[src/rtl/dmem_pkg.sv]
// Shared definitions for the data-memory arbiter: sizes, FSM encoding and a
// pointer-width helper used by the top and the round-robin arbiter.
package dmem_pkg;

  localparam int DMEM_ADDR_W = 12;
  localparam int DMEM_DATA_W = 32;

  typedef enum logic [1:0] {
    IDLE    = 2'd0,
    ISSUE   = 2'd1,
    CAPTURE = 2'd2,
    DONE    = 2'd3
  } dmem_state_t;

  // Width of a port index; never zero, even for a degenerate single port.
  function automatic int ptr_width(input int n);
    return (n > 1) ? $clog2(n) : 1;
  endfunction

endpackage

[src/rtl/rr_arbiter.sv]
// Combinational round-robin pick: the first requesting port at or after ptr,
// wrapping modulo NUM_REQ, as a one-hot grant plus its index.
module rr_arbiter
  import dmem_pkg::*;
#(
  parameter  int NUM_REQ = 2,
  localparam int PTR_W   = ptr_width(NUM_REQ)
) (
  input  logic [NUM_REQ-1:0] req,
  input  logic [PTR_W-1:0]   ptr,
  output logic [NUM_REQ-1:0] grant,
  output logic [PTR_W-1:0]   grant_idx,
  output logic               valid
);

  logic             found;
  logic [PTR_W-1:0] cand;

  always_comb begin
    // NOTE: every output and temporary gets a default first so no latch is inferred.
    grant     = '0;
    grant_idx = '0;
    found     = 1'b0;
    cand      = '0;
    for (int i = 0; i < NUM_REQ; i++) begin
      cand = PTR_W'((int'(ptr) + i) % NUM_REQ);
      if (!found && req[cand]) begin
        found       = 1'b1;
        grant[cand] = 1'b1;
        grant_idx   = cand;
      end
    end
  end

  assign valid = |req;

endmodule

[src/rtl/data_mem_arbiter.sv]
// Round-robin sequencer sharing one single-port data memory among NUM_REQ
// requesters: IDLE -> ISSUE -> CAPTURE -> DONE, one access per four cycles.
module data_mem_arbiter
  import dmem_pkg::*;
#(
  parameter int NUM_REQ = 2,
  parameter int ADDR_W  = DMEM_ADDR_W,
  parameter int DATA_W  = DMEM_DATA_W
) (
  input  logic                      clk,
  input  logic                      rst,
  input  logic [NUM_REQ-1:0]        req,
  input  logic [NUM_REQ-1:0]        we,
  input  logic [NUM_REQ*ADDR_W-1:0] addr,
  input  logic [NUM_REQ*DATA_W-1:0] wdata,
  output logic [NUM_REQ-1:0]        done,
  output logic [DATA_W-1:0]         rdata,
  output logic                      busy,
  output logic                      mem_read_ctrl,
  output logic                      mem_write_ctrl,
  output logic [ADDR_W-1:0]         mem_address,
  output logic [DATA_W-1:0]         mem_data_write,
  input  logic [DATA_W-1:0]         mem_data_read
);

  localparam int PTR_W = ptr_width(NUM_REQ);

  dmem_state_t        state, state_nxt;
  logic [PTR_W-1:0]   ptr, owner, grant_idx;
  logic [NUM_REQ-1:0] grant;
  logic               grant_valid;
  logic               grant_we;
  logic               owner_we;

  rr_arbiter #(.NUM_REQ(NUM_REQ)) u_arb (
    .req       (req),
    .ptr       (ptr),
    .grant     (grant),
    .grant_idx (grant_idx),
    .valid     (grant_valid)
  );

  assign grant_we = |(we & grant);

  always_ff @(posedge clk) begin
    // NOTE: sequential state uses non-blocking assignments so every register samples pre-edge values.
    if (rst) state <= IDLE;
    else     state <= state_nxt;
  end

  always_comb begin
    state_nxt = state;
    case (state)
      IDLE:    if (grant_valid) state_nxt = ISSUE;
      ISSUE:   state_nxt = CAPTURE;
      CAPTURE: state_nxt = DONE;
      DONE:    state_nxt = IDLE;
      default: state_nxt = IDLE;
    endcase
  end

  // Controls are registered: high for exactly the ISSUE cycle, and mutually exclusive.
  always_ff @(posedge clk) begin
    if (rst) begin
      owner          <= '0;
      owner_we       <= 1'b0;
      ptr            <= '0;
      mem_read_ctrl  <= 1'b0;
      mem_write_ctrl <= 1'b0;
      mem_address    <= '0;
      mem_data_write <= '0;
      rdata          <= '0;
    end else begin
      case (state)
        IDLE: begin
          if (grant_valid) begin
            owner          <= grant_idx;
            owner_we       <= grant_we;
            mem_address    <= addr[grant_idx*ADDR_W +: ADDR_W];
            mem_data_write <= wdata[grant_idx*DATA_W +: DATA_W];
            mem_write_ctrl <= grant_we;
            mem_read_ctrl  <= ~grant_we;
          end
        end
        ISSUE: begin
          mem_read_ctrl  <= 1'b0;
          mem_write_ctrl <= 1'b0;
        end
        CAPTURE: begin
          if (!owner_we) rdata <= mem_data_read;
        end
        DONE: begin
          ptr <= (owner == PTR_W'(NUM_REQ - 1)) ? '0 : owner + PTR_W'(1);
        end
        default: ;
      endcase
    end
  end

  always_comb begin
    done = '0;
    if (state == DONE) done[owner] = 1'b1;
  end

  assign busy = (state != IDLE);

endmodule
[config.mk]
export PLATFORM = sky130hd
export DESIGN_NAME = data_mem_arbiter
export DESIGN_NICKNAME = d
export VERILOG_FILES = /design/src/rtl/dmem_pkg.sv /design/src/rtl/rr_arbiter.sv /design/src/rtl/data_mem_arbiter.sv
export SDC_FILE = /design/constraint.sdc
export NUM_CORES = 1
export LEC_CHECK = 0
export BUFFER_PORTS_ARGS = -buffer_cell sky130_fd_sc_hd__buf_2
export CAP_MARGIN = 20
export CORE_ASPECT_RATIO = 1.75
export CORE_MARGIN = 2
export CORE_UTILIZATION = 40
export CTS_CLUSTER_DIAMETER = 50
export DETAILED_ROUTE_END_ITERATION = 10
export GPL_TIMING_DRIVEN = 0
export PLACE_DENSITY_LB_ADDON = 0.05
export SETUP_SLACK_MARGIN = 0.05
export SYNTH_ARGS = -nofsm -noshare
export SYNTH_HDL_FRONTEND = slang
export SYNTH_SLANG_ARGS = --single-unit
[constraint.sdc]
create_clock -name clk -period 1.3 [get_ports clk]
set_input_delay 0.065 -clock clk [delete_from_list [all_inputs] [get_ports clk]]
set_output_delay 0.065 -clock clk [all_outputs]
set_load 0.01 [all_outputs]
==> reports/results.ini, run 1 <==
[status]
status = complete, but fails checks
violations = setup timing

[setup_path]
crit_path_start_kind = flip-flop
critPathMaxFanout = 5
worstSetupPathType = flip-flop to flip-flop
cp.required_ns = 1.55
end_kind = flip-flop
critPathArrivalTime_ns = 1.64

[global_routing]
grt_pass1_wl_um = 19300
antenna_found_initial = 0
grt_max_degree = 14
grt.overflow.total = 0
grt.total_usage_pct = 23.0
grt_pass1_vias = 4219

[pwr]
p_leak_nw = 2.92
ir_drop_v = 0.00125
powerDensity_mw_per_mm2 = 2070

[sta]
clock.fmax_mhz = 721
relSlewSlack_pct = 53.6
tightest_slew_ns = 0.696
fin_crit_ns = 1.39
slew_violations = 0
finalHoldViolations = 0
clock_skew_ns = 0.00512
rsz0062_at_grt = true
finalSetupViolations = 77
layout_setup_ws_ns = -0.0866
whs_ns = 0.0190
tns_ns = -2.38
fin_crit_sh_pct = 107

[yosys]
synth_cells = 441
synth.area.top_cells = dfxtp_1 44%, a311oi_2 16%, nand2_1 6.5%, nand3_1 5.9%, nor2_1 4.7%
synth-main-ff-cell = dfxtp_1
async_flop_share_pct = 0
synth_top_area_cell = dfxtp_1
synth_top_area_share_pct = 43.7
seq_area_frac_synth_pct = 43.7
ys_warn_count = 0
avgSynthCellArea_um2 = 8.62
synth_area_mm2 = 0.00380
synth_seq_cells = 83
synth_edf_count = 0
synth_cell_types = 29
syn-num-nets = 571

[layout]
fin_nets = 837
antenna_cells = 0
layout_commonest_cell = buf_2
area_growth_syn_to_layout_pct = 74.7
layout_common_cells = 209 x buf_2, 80 x dfxtp_1, 45 x nand3_1, 43 x a311oi_2, 34 x nand2_1
fin_cells = 833
layout-drive-gt1-share_pct = 59.8
nFillCells = 758

[cts]
htree_num_levels = 3
cts_made_buffers = 9
clockRootBuffer = clkbuf_16
clock_latency_ns = 0.33
path_clk_slew_ns = 0.06
clock_sinks = 83
clock_path_buffers = 2
cts_tree = done

[place]
io_buffers = 205
dpl.cell_count = 768
place_congestion = 0.750
place_hpwl_um = 8800

[min_path]
hold_class = input pin to flip-flop

[floorplanning]
start_util_pct = 40.6
die_y_um = 133
die_area_mm2 = 0.0103
core_mm2 = 0.00935
ioPinCount = 207
rows = 47
fp.dieW_um = 77.7

[route]
vias_per_cell = 5.24
num_vias = 4368
dr.pass1.iters = 4
routedWlPerCell_um = 16.2
ant_nets = 0
drc = 0
drt-total-wl_um = 13500
drtIter0Drc = 120

[run]
cap_violations = 0

==> stage by stage <==
| step | utilization (%) | power (mW) | area (µm²) | worst slack (ns) |
|---|---|---|---|---|
| 3_3_place_gp | 53.8 | 8.53 | 5030 | -0.189 |
| 5_1_grt | 71.0 | 14.5 | 6640 | -0.125 |
| 4_1_cts | 62.2 | 11.8 | 5820 | -0.103 |
| 3_5_place_dp | 53.8 | 8.63 | 5030 | -0.209 |
| 6_report | 71.0 | 13.8 | 6640 | -0.0866 |
| 2_1_floorplan | - | 7.02 | 3850 | 0.0320 |
==> flip-flops by register name, summed over array words and instances, names as in the netlist <==
register	flops
mem_data_write	32
rdata	32
mem_address	12
state	2
mem_read_ctrl	1
mem_write_ctrl	1
owner	1
owner_we	1
ptr	1
==> power breakdown <==
group	internal, mW	total [mW]	leakage [nW]	switching [mW]
combinational	3.61	7.25	2.10	3.64
sequential	3.36	3.90	0.684	0.540
clock	1.58	2.61	0.144	1.03
total	8.55	13.8	2.92	5.20
==> final timing paths <==
path | slack (ns) | to | cells after the start | from
hold reg to reg | 0.46 | rdata[29] | 2 | rdata[29]
hold / removal | 0.02 | mem_data_write[21] | 3 | wdata[21]
setup / recovery | -0.09 | mem_data_write[28] | 7 | state[1]
setup reg to reg | -0.09 | mem_data_write[28] | 7 | state[1]
==> Yosys cell counts, types with 2 or more instances <==
master	instances
and2_1	2
nor2b_1	5
buf_2	19
a311oi_2	40
a21oi_1	33
inv_1	4
a211oi_1	2
buf_4	6
clkbuf_1	18
dfxtp_1	83
nand3_1	45
o21ai_1	17
nand2b_1	2
o21ai_0	32
nand2_1	66
a311oi_1	4
nor2_1	48
ha_1	4
==> layer usage <==
layer	global-route usage [%]	share of wire, %
met5	0	0
met4	9.92	2.5
met3	4.98	5.0
met2	43.8	57
met1	23.3	35
==> logic make-up (layout without fill, tap and decap cells) <==
| kind of cell | after synthesis | in the layout | synth area share (%) |
|---|---|---|---|
| multiplexers | 1 | 1 | 0.263 |
| buffers and inverters | 49 | 319 | 6.26 |
| AND/OR/NAND/NOR | 172 | 172 | 19.6 |
| flip-flops | 83 | 83 | 43.7 |
| adder cells (fa/ha/maj) | 4 | 4 | 1.32 |
| AO/OA/AOI/OAI | 132 | 132 | 28.9 |
==> worst max-delay path, stage by stage, from the launching register on <==
cell and delay [ns]:
dfxtp_4 0.36, inv_4 0.06, ha_4 0.14, o21a_4 0.17
clkbuf_16 0.17, clkbuf_16 0.14, nor2_1 0.04, a311oi_2 0.22
==> area by class of cell <==
type / instances / area, µm² / share of cell area [%]
clock inverters: 4 / 50.0 / 0.754
inverters: 4 / 20.0 / 0.302
plain buffers: 45 / 407 / 6.13
flip-flops and latches: 83 / 1670 / 25.2
clock buffers: 11 / 253 / 3.81
multi-input cells: 309 / 2440 / 36.7
well taps: 122 / 153 / 2.30
repair buffers: 255 / 1650 / 24.8
==> what timing repair did <==
action | in CTS | in global routing
pin swaps | 9 | 84
resized for setup | 35 | 172
buffers inserted | 4 | 4
setup endpoints to repair | 81 | 83
hold endpoints to repair | 32 | 0
cloned | 2 | 8
hold buffers | 32 | 0
No activity file was read; power rests on OpenSTA's default activity.
==> inputs of run 2 (changes only) <==
--- a/config.mk
+++ b/config.mk
@@ -15,6 +15,7 @@
 export GPL_TIMING_DRIVEN = 0
 export PLACE_DENSITY_LB_ADDON = 0.05
 export SETUP_SLACK_MARGIN = 0.05
+export SKIP_LAST_GASP = 1
 export SYNTH_ARGS = -nofsm -noshare
 export SYNTH_HDL_FRONTEND = slang
 export SYNTH_SLANG_ARGS = --single-unit
==> run 2 against run 1 <==
The run still ends with setup timing left. Sequential share of layout area rose by 1.8 points. Sequential power fell by 1%. Combinational power fell by 11%. Critical path depth did not move. Clock power barely moved. Worst setup slack improved by 0.012 ns. Final area fell by 6.7%. Routed wire length fell by 7.3%. Final cell count fell by 0.36%. Hold slack got worse by 0.0085 ns. First-iteration DRC count fell by 6.7%.
==> reports/results.ini, run 2 (synthesized netlist as in run 1, its figures left out) <==
[setup_path]
cp.required_ns = 1.55
worstSetupPathType = flip-flop to flip-flop
end_kind = flip-flop
crit_path_start_kind = flip-flop
critPathArrivalTime_ns = 1.62
critPathMaxFanout = 5

[sta]
tightest_slew_ns = 0.700
finalHoldViolations = 0
slew_violations = 0
clock_skew_ns = 0.00718
finalSetupViolations = 73
relSlewSlack_pct = 53.4
rsz0062_at_grt = true
layout_setup_ws_ns = -0.0751
fin_crit_ns = 1.38
clock.fmax_mhz = 727
fin_crit_sh_pct = 106

[layout]
reg_top3 = mem_data_write (32), rdata (32), mem_address (12)
regArea_mm2 = 0.00167
design_area_mm2 = 0.00620
layout-drive-gt1-share_pct = 50.3
multi_input_area_mm2 = 0.00211
nFillCells = 829
layout_common_cells = 209 x buf_2, 80 x dfxtp_1, 64 x nand2_1, 45 x nand3_1, 42 x a311oi_2
fin_nets = 834
area_growth_syn_to_layout_pct = 63.1
layout_commonest_cell = buf_2
antenna_cells = 0

[floorplanning]
fp.dieW_um = 77.7
die_y_um = 133
ioPinCount = 207
die_area_mm2 = 0.0103
start_util_pct = 40.6
core_mm2 = 0.00935
rows = 47

[route]
ant_nets = 0
drt-total-wl_um = 12500
routedWlPerCell_um = 15.1
vias_per_cell = 5.18
drc = 0
drtIter0Drc = 112
dr.pass1.iters = 4
num_vias = 4300

[pwr]
comb_power_share_pct = 50.0
p_leak_nw = 2.67
internal_power_mw = 8.16
ir_drop_v = 0.00145
p_switching_mw = 4.77
p_sw_share_pct = 36.9
p_clk_share_pct = 20.1
powerDensity_mw_per_mm2 = 2090
power_mw = 12.9
p_seq_share_pct = 29.9

[status]
status = complete, but fails checks
violations = setup timing

[cts]
path_clk_slew_ns = 0.06
cts_tree = done
clock_latency_ns = 0.33
htree_num_levels = 3
clockRootBuffer = clkbuf_16
cts_made_buffers = 9
clock_path_buffers = 2
clock_sinks = 83

[place]
io_buffers = 205
postPlaceCellArea_mm2 = 0.00503
place_congestion = 0.750
place_ws_ns = -0.209
place_hpwl_um = 8800

[global_routing]
grt_pass1_vias = 4220
grt.total_usage_pct = 23.0
antenna_found_initial = 0
grt_pass1_wl_um = 19300
grt_max_degree = 14
grt.overflow.total = 0

[run]
cap_violations = 0

[min_path]
hold_class = input pin to flip-flop

==> run 2: changes by cell type in the layout (fill, tap and decap cells not counted), sizes merged <==
cell    before  now
buf        245  244
clkbuf      34   32
==> run 2: final timing paths <==
check	start	end	slack [ns]	cells after the start
setup / recovery	state[1]	mem_data_write[28]	-0.08	7
hold / removal	wdata[20]	mem_data_write[20]	0.01	3
setup reg to reg	state[1]	mem_data_write[28]	-0.08	7
hold reg to reg	rdata[13]	rdata[13]	0.45	2
==> run 2: worst max-delay path, cell delays in order, from the launching register on <==
cell	delay (ns)
dfxtp_4	0.36
inv_4	0.06
ha_4	0.14
o21a_4	0.16
clkbuf_16	0.17
clkbuf_16	0.14
nor2_1	0.04
a311oi_2	0.22
==> run 2: area by class of cell <==
cell class / count / share of cell area (%)
flip-flops and latches: 83 / 27.0
clock inverters: 4 / 0.808
multi-input cells: 309 / 34.0
inverters: 4 / 0.323
well taps: 122 / 2.46
clock buffers: 11 / 4.08
repair buffers: 252 / 25.4
plain buffers: 45 / 6.00
==> run 2: through the flow <==
step	instances	utilization, %	setup TNS [ns]	hold WS (ns)
after CTS	821	62.2	-5.14	0.00626
final	830	66.3	-1.70	0.0105
after detailed placement	768	53.8	-10.34	0.313
after global placement	768	53.8	-9.13	0.306
after floorplan	441	-	0	0.201
after global routing	830	66.3	-6.64	0.0231
==> run 2: what timing repair did <==
action / in CTS / in global routing
hold buffers: 32 / 0
buffers inserted: 4 / 4
cloned: 2 / 5
hold endpoints to repair: 32 / 0
resized for setup: 34 / 72
pin swaps: 9 / 35
endpoints found under the setup margin: 81 / 83
==> run 2: power groups by stage <==
stage | Clock [mW] | Combinational [mW] | Sequential [mW]
final | 2.60 | 6.47 | 3.86
after global routing | 2.73 | 7.00 | 3.96
after CTS | 2.64 | 5.39 | 3.76
after detailed placement | 0 | 4.82 | 3.81
after global placement | 0 | 4.73 | 3.79
after floorplan | 0 | 2.90 | 4.12
==> run 2: routing by layer <==
layer | part of all wire (%) | vias up | global-route usage (%)
li1 | - | 2095 | -
met1 | 37 | 2016 | 23.3
met2 | 55 | 158 | 43.8
met3 | 5.2 | 31 | 4.98
met4 | 3.1 | 0 | 9.92
met5 | 0 | - | 0
